==> src/rtl/calc_seq_core_if.sv <==
// Request/response bundle for calc_seq_core: operation request in, status back.
// start is a request qualified by busy: it is taken on a rising edge where busy=0, and is dropped (never queued) while busy=1.
interface calc_seq_core_if #(
    parameter int W = 8
);
    logic         start;
    logic [1:0]   op;
    logic [W-1:0] a;
    logic [W-1:0] b;
    logic         busy;
    logic         done;
    logic         err;

    modport master (output start, op, a, b, input busy, done, err);
    modport slave  (input start, op, a, b, output busy, done, err);
endinterface

==> src/rtl/calc_seq_core.sv <==
// Sequential four-function calculator with a circular result history.
// Define CALC_SEQ_DIV_EN to build the restoring divider; without it op=11 completes as an error.
module calc_seq_core #(
    parameter int  W     = 8,
    parameter int  DEPTH = 4,
    localparam int AW    = $clog2(DEPTH)
) (
    input  logic              clk,
    input  logic              rst_n,
    calc_seq_core_if.slave    bus,
    input  logic [AW-1:0]     rd_addr,
    output logic [2*W-1:0]    rd_data,
    output logic [1:0]        last_op,
    output logic [AW-1:0]     wr_ptr,
    output logic [AW:0]       count,
    output logic [1:0]        dbg_state
);
    typedef enum logic [1:0] {
        ST_IDLE = 2'd0,
        ST_EXEC = 2'd1,
        ST_DONE = 2'd2
`ifdef CALC_SEQ_DIV_EN
        , ST_DIV = 2'd3
`endif
    } state_t;

    state_t         state_q;
    logic [1:0]     op_q;
    logic [W-1:0]   a_q;
    logic [W-1:0]   b_q;
    logic [2*W-1:0] res_q;
    logic           busy_q;
    logic           done_q;
    logic           err_q;
    logic [1:0]     last_op_q;
    logic [AW-1:0]  wr_ptr_q;
    logic [AW:0]    count_q;
    logic [2*W-1:0] mem_q [DEPTH];

`ifdef CALC_SEQ_DIV_EN
    localparam int CW = $clog2(W);
    logic [W-1:0]  rem_q;
    logic [W-1:0]  quo_q;
    logic [CW-1:0] cnt_q;
    logic [W:0]    rem_sh;
    logic [W:0]    rem_sub;
    logic          ge;
    logic [W-1:0]  rem_nx;
    logic [W-1:0]  quo_nx;

    // rem_sh < 2*b, so the sign bit of rem_sh-b is a valid borrow flag
    always_comb begin
        rem_sh  = {rem_q, quo_q[W-1]};
        rem_sub = rem_sh - {1'b0, b_q};
        ge      = ~rem_sub[W];
        rem_nx  = ge ? rem_sub[W-1:0] : rem_sh[W-1:0];
        quo_nx  = {quo_q[W-2:0], ge};
    end
`endif

    always_ff @(posedge clk or negedge rst_n) begin
        if (!rst_n) begin
            state_q   <= ST_IDLE;
            op_q      <= 2'b00;
            a_q       <= '0;
            b_q       <= '0;
            res_q     <= '0;
            busy_q    <= 1'b0;
            done_q    <= 1'b0;
            err_q     <= 1'b0;
            last_op_q <= 2'b00;
            wr_ptr_q  <= '0;
            count_q   <= '0;
            for (int i = 0; i < DEPTH; i++) mem_q[i] <= '0;
`ifdef CALC_SEQ_DIV_EN
            rem_q     <= '0;
            quo_q     <= '0;
            cnt_q     <= '0;
`endif
        end else begin
            done_q <= 1'b0;
            err_q  <= 1'b0;
            case (state_q)
                ST_IDLE: begin
                    if (bus.start) begin
                        op_q    <= bus.op;
                        a_q     <= bus.a;
                        b_q     <= bus.b;
                        busy_q  <= 1'b1;
                        state_q <= ST_EXEC;
                    end
                end
                ST_EXEC: begin
                    state_q   <= ST_DONE;
                    busy_q    <= 1'b0;
                    done_q    <= 1'b1;
                    last_op_q <= op_q;
                    case (op_q)
                        2'b00: res_q <= {{W{1'b0}}, a_q} + {{W{1'b0}}, b_q};
                        2'b01: res_q <= {{W{1'b0}}, a_q} * {{W{1'b0}}, b_q};
                        2'b10: res_q <= {{W{1'b0}}, a_q} - {{W{1'b0}}, b_q};
                        default: begin
`ifdef CALC_SEQ_DIV_EN
                            if (b_q != '0) begin
                                state_q   <= ST_DIV;
                                busy_q    <= 1'b1;
                                done_q    <= 1'b0;
                                last_op_q <= last_op_q;
                                rem_q     <= '0;
                                quo_q     <= a_q;
                                cnt_q     <= '0;
                            end else begin
                                err_q <= 1'b1;
                            end
`else
                            err_q <= 1'b1;
`endif
                        end
                    endcase
                end
`ifdef CALC_SEQ_DIV_EN
                ST_DIV: begin
                    rem_q <= rem_nx;
                    quo_q <= quo_nx;
                    cnt_q <= cnt_q + 1'b1;
                    if (cnt_q == CW'(W - 1)) begin
                        res_q     <= {rem_nx, quo_nx};
                        state_q   <= ST_DONE;
                        busy_q    <= 1'b0;
                        done_q    <= 1'b1;
                        last_op_q <= op_q;
                    end
                end
`endif
                ST_DONE: begin
                    if (!err_q) begin
                        mem_q[wr_ptr_q] <= res_q;
                        wr_ptr_q        <= wr_ptr_q + 1'b1;
                        if (count_q != (AW+1)'(DEPTH)) count_q <= count_q + 1'b1;
                    end
                    // busy is low here, so a new request is taken back-to-back
                    if (bus.start) begin
                        op_q    <= bus.op;
                        a_q     <= bus.a;
                        b_q     <= bus.b;
                        busy_q  <= 1'b1;
                        state_q <= ST_EXEC;
                    end else begin
                        state_q <= ST_IDLE;
                    end
                end
                default: state_q <= ST_IDLE;
            endcase
        end
    end

    assign bus.busy  = busy_q;
    assign bus.done  = done_q;
    assign bus.err   = err_q;
    assign rd_data   = mem_q[rd_addr];
    assign last_op   = last_op_q;
    assign wr_ptr    = wr_ptr_q;
    assign count     = count_q;
    assign dbg_state = state_q;
endmodule
==> src/flat_wrapper.sv <==
// flat-port wrapper written by rule: the top's interface ports become plain ports
module calc_seq_core_flat 
#(
    parameter int  W     = 8,
    parameter int  DEPTH = 4,
    localparam int AW    = $clog2(DEPTH)
)
  (clk, rst_n, rd_addr, rd_data, last_op, wr_ptr, count, dbg_state, bus_start, bus_op, bus_a, bus_b, bus_busy, bus_done, bus_err);
  calc_seq_core_if #(.W(W)) bus_i ();
  input  logic clk;
  input  logic rst_n;
  input  logic [AW-1:0] rd_addr;
  output logic [2*W-1:0] rd_data;
  output logic [1:0] last_op;
  output logic [AW-1:0] wr_ptr;
  output logic [AW:0] count;
  output logic [1:0] dbg_state;
  input wire logic [$bits(bus_i.start)-1:0] bus_start;
  input wire logic [$bits(bus_i.op)-1:0] bus_op;
  input wire logic [$bits(bus_i.a)-1:0] bus_a;
  input wire logic [$bits(bus_i.b)-1:0] bus_b;
  output wire logic [$bits(bus_i.busy)-1:0] bus_busy;
  output wire logic [$bits(bus_i.done)-1:0] bus_done;
  output wire logic [$bits(bus_i.err)-1:0] bus_err;
  assign bus_i.start = bus_start;
  assign bus_i.op = bus_op;
  assign bus_i.a = bus_a;
  assign bus_i.b = bus_b;
  assign bus_busy = bus_i.busy;
  assign bus_done = bus_i.done;
  assign bus_err = bus_i.err;
  calc_seq_core #(.W(W), .DEPTH(DEPTH)) u_core (.clk(clk), .rst_n(rst_n), .bus(bus_i), .rd_addr(rd_addr), .rd_data(rd_data), .last_op(last_op), .wr_ptr(wr_ptr), .count(count), .dbg_state(dbg_state));
endmodule
==> config.mk <==
export PLATFORM = sky130hd
export DESIGN_NAME = calc_seq_core_flat
export DESIGN_NICKNAME = d
export VERILOG_FILES = /design/src/rtl/calc_seq_core_if.sv /design/src/rtl/calc_seq_core.sv /design/src/flat_wrapper.sv
export SDC_FILE = /design/constraint.sdc
export NUM_CORES = 1
export LEC_CHECK = 0
export BUFFER_PORTS_ARGS = -buffer_cell sky130_fd_sc_hd__buf_2
export CAP_MARGIN = 20
export CORE_AREA = 2 2 128 118
export CTS_BUF_LIST = sky130_fd_sc_hd__clkbuf_4 sky130_fd_sc_hd__clkbuf_8 sky130_fd_sc_hd__clkbuf_16
export CTS_CLUSTER_SIZE = 8
export DETAILED_ROUTE_END_ITERATION = 12
export DIE_AREA = 0 0 130 120
export GPL_ROUTABILITY_DRIVEN = 0
export PLACE_DENSITY = 0.72
export SLEW_MARGIN = 30
export SYNTH_ARGS = -nofsm -noshare
export SYNTH_HDL_FRONTEND = slang
export SYNTH_SLANG_ARGS = --single-unit
==> constraint.sdc <==
create_clock -name clk -period 3.9 [get_ports clk]
set_input_delay 0.39 -clock clk [delete_from_list [all_inputs] [get_ports clk]]
set_output_delay 0.39 -clock clk [all_outputs]
set_load 0.005 [all_outputs]
# Word-level counts from Yosys, hierarchy flattened
# Index checks and enable logic that the tools add are counted.
[op_classes] addsub=4 mul=1 order_cmp=3 n_eq_ne=7 mux=15 n_bitwise=3 n_reduce_logical=12
[ops] op="$bwmux W64" count=1
[ops] op="$mux W16" count=3
[ops] op="$pmux W16 S3" count=1
[ops] op="$bmux W16 S2" count=1
[ops] op="$demux W16 S2" count=1
[ops] op="$mul A8 B8 Y16" count=1
[ops] op="$add A8 B8 Y9" count=1
[ops] op="$sub A8 B8 Y9" count=1
[ops] op="$reduce_and A2 Y1" count=4
[ops] op="$ge A3 B3 Y1 const B" count=2
[ops] op="$not A2 Y3" count=2
[ops] op="$pmux W2 S3" count=1
[ops] op="$mux W1" count=5
[ops] op="$eq A2 B1 Y1 const B" count=2
[ops] op="$eq A2 B2 Y1 const B" count=2
[ops] op="$logic_not A2 Y1" count=2
[ops] op="$add A3 B1 Y3 const B" count=1
[ops] op="$lt A3 B1 Y1 const B" count=1
[ops] op="$ne A3 B3 Y1 const B" count=1
[ops] op="$reduce_and A3 Y1" count=1
[ops] op="$reduce_bool A3 Y1" count=1
[ops] op="$reduce_or A3 Y1" count=1
[ops] op="$add A2 B1 Y2 const B" count=1
[ops] op="$mux W2" count=1
[ops] op="7 further kinds" count=7
[totals] ff_bits=110 out_inout_bits=28 word_cells=60

# Depth between registers and ports, before layout
# Gate-level depths: netlist of the first run.
[logic_depth] word_depth=6 mapped_depth=16 mapped_depth_nobuf=16

# Worst setup path after synthesis of the first run
# No wires, ideal clock.
[synth_timing] kind="reg2reg" start="reg u_core.a_q[2]" end="reg u_core.res_q[14]" arrival_ns=3.913 required_ns=3.773 setup_slack_ns=-0.139 path_stages_with_launch=14 n_path_buf=0 path_cell_list="dfrtp_1 and2_1 fa_1 fa_1 fa_1 inv_1 fa_1 inv_1 ha_1 a211o_1 o221ai_1 o31ai_1 xnor2_1 o21ai_1"
[synth_via] elab_chain_len=2
[synth_lines] element="start: declaration" line_no="calc_seq_core.sv:29" rtl="logic [W-1:0] a_q;"
[synth_lines] element="start signal: assignment" line_no="calc_seq_core.sv:87" rtl="a_q <= bus.a;"
[synth_lines] element="start signal: assignment" line_no="calc_seq_core.sv:144" rtl="a_q <= bus.a;"
[synth_lines] element="$mul A8 B8 Y16 / $sub A8 B8 Y9 (equally long branches)" line_no="calc_seq_core.sv:100, calc_seq_core.sv:101"
[synth_lines] element="$pmux W16 S3 (*)" line_no="calc_seq_core.sv:98" rtl="case (op_q)"
[synth_lines] element="end signal: assignment" line_no="calc_seq_core.sv:99" rtl="2'b00: res_q <= {{W{1'b0}}, a_q} + {{W{1'b0}}, b_q};"
[synth_lines] element="end signal: assignment" line_no="calc_seq_core.sv:100" rtl="2'b01: res_q <= {{W{1'b0}}, a_q} * {{W{1'b0}}, b_q};"
[synth_lines] element="end signal: assignment" line_no="calc_seq_core.sv:101" rtl="2'b10: res_q <= {{W{1'b0}}, a_q} - {{W{1'b0}}, b_q};"
[synth_lines] element="end: declaration" line_no="calc_seq_core.sv:31" rtl="logic [2*W-1:0] res_q;"
# Every way passes the cells marked *; elsewhere a longest branch is shown, timed or not.
# A chain may end at the register's enable or synchronous reset.

# Final worst setup path of the first run
[layout_timing] start="reg u_core.b_q[3]" end="reg u_core.res_q[12]"
[layout_via] elab_chain_len=2
[layout_lines] element="start: declaration" line_no="calc_seq_core.sv:30" rtl="logic [W-1:0] b_q;"
[layout_lines] element="start signal: assignment" line_no="calc_seq_core.sv:88" rtl="b_q <= bus.b;"
[layout_lines] element="start signal: assignment" line_no="calc_seq_core.sv:145" rtl="b_q <= bus.b;"
[layout_lines] element="$mul A8 B8 Y16 / $sub A8 B8 Y9 (equally long branches)" line_no="calc_seq_core.sv:100, calc_seq_core.sv:101"
[layout_lines] element="$pmux W16 S3 (*)" line_no="calc_seq_core.sv:98"
# Marked as above.

==> results of run 1 <==
==> synth_stat cells, types with 3 or more instances <==
cell / count / area share
a211oi_1: 6 / 0.0058
a21o_1: 7 / 0.0067
a21oi_1: 24 / 0.015
a221oi_1: 7 / 0.0078
and2_1: 42 / 0.034
and3_1: 5 / 0.0040
buf_12: 4 / 0.010
buf_2: 7 / 0.0045
buf_6: 6 / 0.0086
clkbuf_1: 10 / 0.0048
dfrtp_1: 110 / 0.35
fa_1: 38 / 0.097
ha_1: 61 / 0.098
inv_1: 72 / 0.035
mux2_2: 35 / 0.050
mux2_4: 40 / 0.077
mux4_2: 16 / 0.046
nand2_1: 39 / 0.019
nand2b_1: 6 / 0.0048
nand3_1: 5 / 0.0032
nand3b_1: 3 / 0.0029
nor2_1: 27 / 0.013
nor2b_1: 7 / 0.0056
nor3_1: 3 / 0.0019
o211a_1: 3 / 0.0038
o211ai_1: 4 / 0.0038
o21ai_0: 26 / 0.017
o21ai_1: 6 / 0.0038
o22ai_1: 3 / 0.0024
o31ai_1: 4 / 0.0038
xnor2_1: 9 / 0.010
xor2_1: 4 / 0.0045
==> repair_timing <==
item / in CTS / in global routing
buffers inserted: 9 / 0
setup endpoints to repair: 9 / 9
pin swaps: 25 / 9
gates resized for setup: 30 / 14
==> metal layers <==
layer  vias up  GRT usage
li1       2514          -
met1      2694      0.324
met2       130      0.379
met3        32     0.0441
met4         0     0.0786
met5         -          0
==> flip-flops by register name, indices dropped and copies added, names as in the netlist <==
name              flops
u_core.res_q         16
u_core.b_q            8
u_core.wr_ptr         2
u_core.op_q           2
u_core.count          3
u_core.a_q            8
u_core.mem_q         64
u_core.dbg_state      2
u_core.bus.done       1
u_core.last_op        2
u_core.bus.busy       1
u_core.bus.err        1
==> worst max-delay path by stage <==
| stage | startpoint | to | slack, ps | depth (start not counted) |
|---|---|---|---|---|
| final | u_core.b_q[3] | u_core.res_q[12] | -80 | 14 |
| after CTS | u_core.b_q[5] | u_core.res_q[12] | -120 | 14 |
| after global placement | u_core.b_q[4] | u_core.res_q[11] | -170 | 14 |
| after floorplan | u_core.a_q[1] | u_core.res_q[11] | -10 | 14 |
| after global routing | u_core.b_q[2] | u_core.res_q[12] | -230 | 14 |
| after detailed placement | u_core.b_q[4] | u_core.res_q[11] | -230 | 14 |
==> cell type report <==
cell class,count,area (µm²),share of cell area
Clock inverter,7,82.6,0.00912
Clock buffer,9,225,0.0249
Tap cell,198,248,0.0274
Timing Repair Buffer,105,677,0.0748
Sequential cell,110,2760,0.305
Multi-Input combinational cell,466,4790,0.529
Inverter,73,274,0.0303
==> kinds of logic (layout without fill, tap and decap cells) <==
kind of cell | after synthesis | in the layout | share of synthesized area
multiplexers | 93 | 93 | 0.176
buffers and inverters | 100 | 194 | 0.0631
AO/OA/AOI/OAI | 112 | 112 | 0.0972
AND/OR/NAND/NOR | 149 | 149 | 0.103
adder cells (fa/ha/maj) | 99 | 99 | 0.195
XOR/XNOR | 13 | 13 | 0.0145
flip-flops | 110 | 110 | 0.352
==> report_power, final <==
group / switching [mW] / total [mW] / internal (mW)
Combinational: 1.71 / 3.62 / 1.90
Sequential: 0.337 / 1.88 / 1.55
Clock: 0.488 / 0.952 / 0.464
Total: 2.54 / 6.45 / 3.91
==> placed cells by master (no fill, tap or decap), types with 16 or more instances in the layout <==
cell,n
a21oi_1,21
and2_1,33
buf_2,49
buf_4,53
dfrtp_1,105
fa_1,34
ha_1,51
inv_1,65
mux2_2,35
mux2_4,40
mux4_2,16
nand2_1,39
nor2_1,26
o21ai_0,21
==> through the flow <==
step	worst slack, ps	utilization
2_1_floorplan	-13.4	-
3_3_place_gp	-167	0.593
3_5_place_dp	-229	0.594
4_1_cts	-119	0.626
5_1_grt	-230	0.631
6_report	-82.5	0.631
==> worst reg2reg max path, stage by stage (launching register included) <==
cell,delay (ps)
dfrtp_2,460
buf_6,130
and2_1,160
fa_1,520
fa_1,440
fa_1,490
inv_1,50
fa_1,480
inv_2,40
ha_4,280
o21a_1,150
o221ai_2,130
buf_4,150
o41a_1,310
o21ai_1,120
==> results_dict.tcl, run 1 <==
set metrics [dict create \
    status "finished with violations" \
    violations "negative setup slack" \
    layout_setup_ws_ps -82.5 \
    num-nets-final 887 \
    wl_met3_um 692 \
    tritoncts "yes" \
    clock_skew_ps 9.89 \
    powerDensity_nw_per_um2 712 \
    total_power_mw 6.45 \
    n_antenna_cell 0 \
    wirelength_um 16900 \
    wl_met2_um 8040 \
    die-area_um2 15600 \
    syn2layout_area_growth_pct 15.7 \
    slew_viol_final 0 \
    setup-violations-final 6 \
    p_leak_nw 4.34 \
    crit_chain "buf_6 -> and2_1 -> fa_1 -> fa_1 -> fa_1 -> inv_1 -> fa_1 -> inv_2 -> ha_4 -> o21a_1 -> o221ai_2 -> buf_4 -> o41a_1 -> o21ai_1" \
    fin_cells 968 \
    avgSynthCellArea_um2 11.6 \
    port_buffers 50 \
    num_vias 5370 \
    fill_cells 1121 \
    critPathTopFamily "adder cells" \
    post_dp_cell_area_um2 8520 \
    grt_usage 0.236 \
    yosysSeqAreaShare 0.352 \
    drcViolationCount 0 \
    clock_latency_ps 370 \
    peakVddDrop_mv 0.384 \
    drt-met1-wl_um 7780 \
    dp_cells 943 \
    rr_worst_depth 14 \
    pin_count 51 \
    worstMarginPinSlew_ps 849 \
    antenna_found_initial 0 \
    post_drt_wl_per_cell_um 17.5 \
    timing.fmax_ghz 0.251 \
    grt-ovfl-total 0 \
    core_area_um2 14300 \
    reg2reg_from "u_core.b_q[3]" \
    synthCells 676 \
    drtAntennaViolNets 0 \
    clkSlewWorstSetupHoldPaths_ps 80 \
    rrSetupSlack_ps -80 \
    cpMostUsedCell "fa_1" \
    drt-initial-drc-count 266 \
    hold_viol 0 \
    final_cell_area_um2 9050 \
    start_util 0.546 \
    numClockSinks 110 \
    required_ps 4200 \
    slew_headroom 0.434 \
    dr.pass1.iters 5 \
    ys_ff_latch 110 \
    ctsLongestPathBuffers 2 \
    hpwl_um 12800 \
    rsz0062_at_grt "true" \
    grt_pass1_wl_um 28700 \
    drv_cap 0 \
    clockRootBuffer "clkbuf_16" \
    cp_max_fo 6 \
    grt_max_degree 69 \
    die_w_um 130 \
    highest_layer "met4" \
    critPathLaunchType "flip-flop" \
    drive_above_1_share 0.356 \
    cts_buffers 9 \
    viasPerCell 5.55 \
    fin_crit_ps 3980 \
    synthArstFlopShare 1.00 \
    synth.distinct_cells 60 \
    critical_path_class "reg2reg" \
    crit_slowest_cell "fa_1" \
    holdWs_ps 115 \
    setup.worst_path.end_class "flip-flop" \
    cp_slowest_stage_delay_ps 520 \
    core.rowCount 42 \
    hp-class "in2async" \
    critical_path_arrival_ps 4280 \
    synth_warnings 0 \
    cts.htree.levels 3 \
    min_period_over_period 1.02 \
    timing.setup.tns_ps -194 \
    grt_pass1_vias 5704 \
    cts_hold_buf 0 \
    path_buf_inv 4 \
    synth_ff_type "dfrtp_1" \
    synthesis.nets 798 \
    syn_area_um2 7830 \
    crit-reg2reg-capture "u_core.res_q[12]" \
    synth_edf_count 0 \
    die_h_um 120 \
]
(Power assumes the default switching activity.)
==> run 2, diff against run 1 <==
--- a/config.mk
+++ b/config.mk
@@ -14,6 +14,7 @@
 export DIE_AREA = 0 0 130 120
 export GPL_ROUTABILITY_DRIVEN = 0
 export PLACE_DENSITY = 0.72
+export REMOVE_ABC_BUFFERS = 1
 export SLEW_MARGIN = 30
 export SYNTH_ARGS = -nofsm -noshare
 export SYNTH_HDL_FRONTEND = slang
==> run 2 against run 1 <==
- total power grew 2.4%
- largest cell class unchanged
- clock power increased by 2%
- sequential share of layout area fell by 0.42 points
- clock-buffer cell count grew 1
- design area increased by 1.4%
- first-iteration DRC count is 17% higher
- critical path type unchanged
- combinational power increased by 4%
- non-clock buffer count grew 5
- cell count grew 0.52%
- hold slack worse by 30 ps
- the run still ends with negative setup slack left
- sequential power about the same
==> results_dict.tcl, run 2 (synthesis gave the netlist of run 1 again) <==
set metrics [dict create \
    port_buffers 50 \
    die_h_um 120 \
    slew_headroom 0.521 \
    crit_slowest_cell "fa_1" \
    critical_path_arrival_ps 4170 \
    cp_slowest_stage_delay_ps 570 \
    grt_max_degree 59 \
    timing.fmax_ghz 0.254 \
    mostFrequentLayoutCell "dfrtp_1" \
    dr.pass1.iters 5 \
    ctsLongestPathBuffers 2 \
    fin_cells 973 \
    cpMostUsedCell "fa_1" \
    core_area_um2 14300 \
    min_period_over_period 1.01 \
    layout_setup_ws_ps -40.0 \
    rsz0062_at_grt "true" \
    status "finished with violations" \
    setup-violations-final 3 \
    hold_viol 0 \
    setup.worst_path.end_class "flip-flop" \
    core.rowCount 42 \
    p_sw_frac 0.391 \
    clkSlewWorstSetupHoldPaths_ps 80 \
    syn2layout_area_growth_pct 17.3 \
    powerDensity_nw_per_um2 719 \
    numClockSinks 110 \
    num-nets-final 892 \
    cp_max_fo 6 \
    regMostFlops "u_core.mem_q" \
    start_util 0.546 \
    fin_util 0.640 \
    critPathLaunchType "flip-flop" \
    internal-power_mw 4.02 \
    p_leak_nw 4.37 \
    peakVddDrop_mv 0.319 \
    drtAntennaViolNets 0 \
    num_vias 5419 \
    hp-class "in2async" \
    n_antenna_cell 0 \
    required_ps 4130 \
    violations "negative setup slack" \
    die_w_um 130 \
    antenna_found_initial 0 \
    slew_viol_final 0 \
    power_frac_comb 0.567 \
    crit_chain "and2_4 -> fa_1 -> fa_1 -> fa_1 -> inv_1 -> fa_1 -> inv_2 -> ha_4 -> a211oi_2 -> o211a_1 -> o31ai_2 -> xnor2_1 -> o21ai_1" \
    clock_skew_ps 5.86 \
    clockRootBuffer "clkbuf_16" \
    cts.htree.levels 3 \
    hpwl_um 12800 \
    seqPwrFrac 0.286 \
    dp_cells 946 \
    grt-ovfl-total 0 \
    post_drt_wl_per_cell_um 17.8 \
    dp_slack_ps -319 \
    wirelength_um 17400 \
    tritoncts "yes" \
    cts_buffers 9 \
    grt_usage 0.232 \
    largest_reg_flops 64 \
    drt-initial-drc-count 311 \
    biggestRegsByFlops "u_core.mem_q: 64 flops, u_core.res_q: 16 flops" \
    final_cell_mix "104 x dfrtp_1, 65 x inv_1, 55 x buf_4" \
    grt_pass1_wl_um 28100 \
    drv_cap 0 \
    viasPerCell 5.57 \
    drcViolationCount 0 \
    clock_latency_ps 360 \
    worstMarginPinSlew_ps 719 \
    cts_hold_buf 0 \
    die-area_um2 15600 \
    clockPowerShare 0.147 \
    drive_above_1_share 0.377 \
    fin_crit_ps 3940 \
    holdWs_ps 84.7 \
    critical_path_class "reg2reg" \
    p_sw_mw 2.58 \
    pin_count 51 \
    grt_pass1_vias 5471 \
]
==> run 2: worst paths after layout <==
| check | from | cells after the start | end | slack (ps) |
|---|---|---|---|---|
| setup / recovery | u_core.a_q[2] | 13 | u_core.res_q[14] | -40 |
| hold / removal | rst_n | 1 | u_core.mem_q[10] | 80 |
| setup reg to reg | u_core.a_q[2] | 13 | u_core.res_q[14] | -40 |
| hold reg to reg | u_core.bus.busy | 2 | u_core.bus.busy | 500 |
| max in group asynchronous | rst_n | 2 | u_core.b_q[3] | 2960 |
| min in group clk | bus_op[1] | 3 | u_core.op_q[1] | 230 |
==> run 2: layout make-up <==
class	instances	area, µm²
clock buffers	10	239
clock inverters	6	78.8
fillers	1118	5160
inverters	73	278
multi-input cells	466	4860
flip-flops and latches	110	2760
well taps	198	248
repair buffers	110	726
==> run 2: stage by stage <==
step	setup TNS, ps	cell area, µm²	total power, mW
finish	-78.0	9190	6.61
global placement	-1150	8480	4.85
floorplan	-498	7610	3.97
detailed placement	-2090	8480	5.01
CTS	-28.6	9060	6.33
global route	-878	9190	7.08
==> run 2: critical path: cells and delay by family (launching register included) <==
kind	cells	cell delay [ps]
AO/OA/AOI/OAI	4	650
XOR/XNOR	1	160
adder cells (fa/ha/maj)	5	2280
buffers and inverters	2	100
flip-flops	1	450
AND/OR/NAND/NOR	1	180
==> run 2: timing repair <==
item | 4_1_cts | 5_1_grt
gates resized for setup | 50 | 24
buffers inserted | 9 | 2
setup endpoints to repair | 9 | 9
pin swaps | 38 | 20
cloned | 0 | 0
==> run 2: per-layer routing <==
layer,wire (µm),track usage,up-vias
li1,-,-,2517
met1,7810,0.317,2710
met2,8500,0.380,161
met3,703,0.0406,31
met4,343,0.0665,0
met5,0,0,-
==> run 2: power by group through the flow <==
stage               registers, mW  clock network (mW)  logic [mW]
CTS                          1.88               0.985        3.46
detailed placement           1.90                   0        3.11
global placement             1.84                   0        3.01
finish                       1.89               0.968        3.75
global route                 1.94                1.04        4.10
floorplan                    1.78                   0        2.19
==> run 3, diff against run 2 <==
--- a/config.mk
+++ b/config.mk
@@ -7,14 +7,15 @@
 export LEC_CHECK = 0
 export BUFFER_PORTS_ARGS = -buffer_cell sky130_fd_sc_hd__buf_2
 export CAP_MARGIN = 20
-export CORE_AREA = 2 2 128 118
+export CORE_AREA = 2 2 109 138
 export CTS_BUF_LIST = sky130_fd_sc_hd__clkbuf_4 sky130_fd_sc_hd__clkbuf_8 sky130_fd_sc_hd__clkbuf_16
 export CTS_CLUSTER_SIZE = 8
 export DETAILED_ROUTE_END_ITERATION = 12
-export DIE_AREA = 0 0 130 120
+export DIE_AREA = 0 0 111 140
 export GPL_ROUTABILITY_DRIVEN = 0
 export PLACE_DENSITY = 0.72
 export REMOVE_ABC_BUFFERS = 1
+export SETUP_SLACK_MARGIN = 0.15
 export SLEW_MARGIN = 30
 export SYNTH_ARGS = -nofsm -noshare
 export SYNTH_HDL_FRONTEND = slang
==> run 3 against run 2 <==
- the run still ends with negative setup slack left
- clock skew rose by 2.4 ps
- worst setup slack worse by 82 ps
- sequential share of layout area rose by 0.25 points
- flip-flop and latch count unchanged
- clock-buffer cell count unchanged
- critical path depth grew 2
- clock power about the same
- via count increased by 1.5%
- design area decreased by 0.78%
- global-route usage rose by 0.37 points
- non-clock buffer count is the same
- critical path type unchanged
==> results_dict.tcl, run 3 (synthesis gave the netlist of run 1 again) <==
set metrics [dict create \
    tritoncts "yes" \
    timing.setup.tns_ps -226 \
    hp-class "in2reg" \
    required_ps 4170 \
    fin_crit_ps 4020 \
    slew_headroom 0.536 \
    timing.fmax_ghz 0.249 \
    num_vias 5498 \
    p_leak_nw 4.37 \
    worstMarginPinSlew_ps 696 \
    grt_max_degree 43 \
    syn2layout_area_growth_pct 16.4 \
    clock_skew_ps 8.29 \
    ctsLongestPathBuffers 2 \
    start_util 0.553 \
    grt-ovfl-total 0 \
    regArea_um2 2760 \
    clock_latency_ps 360 \
    dr.pass1.iters 5 \
    hpwl_um 13100 \
    critPathLaunchType "flip-flop" \
    antenna_found_initial 0 \
    violations "negative setup slack" \
    rsz0062_at_grt "true" \
    setup.worst_path.end_class "flip-flop" \
    regMostFlops "u_core.mem_q" \
    mostFrequentLayoutCell "dfrtp_1" \
    final_cell_mix "103 x dfrtp_1, 64 x inv_1, 56 x buf_4" \
    core_area_um2 14200 \
    die_w_um 111 \
    largest_reg_flops 64 \
    post_dp_cell_area_um2 8450 \
    status "finished with violations" \
    critical_path_arrival_ps 4290 \
    final_cell_area_um2 9110 \
    setup-violations-final 4 \
    grt_usage 0.235 \
    die-area_um2 15500 \
    fill_cells 1077 \
    cp_max_fo 6 \
    clockRootBuffer "clkbuf_16" \
    wirelength_um 18000 \
    pin_count 51 \
    numClockSinks 110 \
    port_buffers 50 \
    cts_buffers 9 \
    grt_pass1_vias 5910 \
    drive_above_1_share 0.377 \
    layout_setup_ws_ps -122 \
    post_drt_wl_per_cell_um 18.9 \
    multi_input_area_um2 4830 \
    dp_slack_ps -336 \
    drtAntennaViolNets 0 \
    powerDensity_nw_per_um2 731 \
    core.rowCount 49 \
    peakVddDrop_mv 0.450 \
    min_period_over_period 1.03 \
    drv_cap 0 \
    biggestRegsByFlops "u_core.mem_q: 64 flops, u_core.res_q: 16 flops" \
    hold_viol 0 \
    slew_viol_final 0 \
    viasPerCell 5.77 \
    drt-initial-drc-count 377 \
    drcViolationCount 0 \
    grt_pass1_wl_um 29500 \
    die_h_um 140 \
    critical_path_class "reg2reg" \
    n_antenna_cell 0 \
    clkSlewWorstSetupHoldPaths_ps 80 \
    num-nets-final 892 \
    cts.htree.levels 3 \
]
## run 3: changes by cell type in the layout (fill, tap and decap cells not counted), sizes merged
cell | before | now
buf | 110 | 109
clkinvlp | 2 | 0
dlygate4sd3 | 0 | 1
inv | 74 | 76
## run 3: area by class of cell
class                           instances  share of cell area
Multi-Input combinational cell        466               0.530
Sequential cell                       110               0.303
Timing Repair Buffer                  110              0.0791
Inverter                               73              0.0303
Clock buffer                           10              0.0262
Tap cell                              178              0.0244
Clock inverter                          6             0.00728
## run 3: worst paths after layout
check                                start          endpoint  slack [ps]  cells after the start
max                          u_core.b_q[4]  u_core.res_q[15]        -120                     15
min                               bus_b[4]     u_core.b_q[4]         230                      3
max reg2reg                  u_core.b_q[4]  u_core.res_q[15]        -120                     15
min reg2reg                u_core.bus.busy   u_core.bus.busy         510                      2
max in group asynchronous            rst_n   u_core.count[0]        2490                      3
min in group asynchronous            rst_n  u_core.mem_q[62]         520                      2
## run 3: per-layer routing
layer	up-vias	GRT usage	routed length [µm]
li1	2509	-	-
met1	2771	0.288	7490
met2	167	0.414	9290
met3	51	0.0333	664
met4	0	0.107	567
met5	-	0	0
## run 3: critical path, cell delays in order, from the launching register on
cell and delay, ps:
dfrtp_2 460, ha_2 220, fa_1 570, fa_2 450, fa_1 480, inv_1 50, fa_1 480, inv_2 50
ha_4 210, buf_6 110, o211ai_1 240, a21oi_2 120, nand2_2 100, buf_4 110, a21oi_2 40, o31ai_1 230
## run 3: metrics by stage
step / hold WS (ps) / std cells / util / power [mW]
6_report: 234 / 953 / 0.644 / 6.67
5_1_grt: 252 / 953 / 0.644 / 7.14
4_1_cts: 232 / 950 / 0.636 / 6.45
3_5_place_dp: 359 / 925 / 0.597 / 5.01
3_3_place_gp: 354 / 925 / 0.596 / 4.85
2_1_floorplan: 94.4 / 649 / - / 3.97
## run 3: repair_timing
action | 4_1_cts | 5_1_grt
buffers inserted | 8 | 3
hold buffers | 1 | 0
setup endpoints to repair | 10 | 10
pin swaps | 43 | 16
resized for setup | 50 | 25
hold endpoints to repair | 33 | 0
## run 3: power by group
group | switching [mW] | total, mW | internal [mW]
logic | 1.83 | 3.82 | 1.98
clock network | 0.446 | 0.967 | 0.522
registers | 0.336 | 1.88 | 1.55
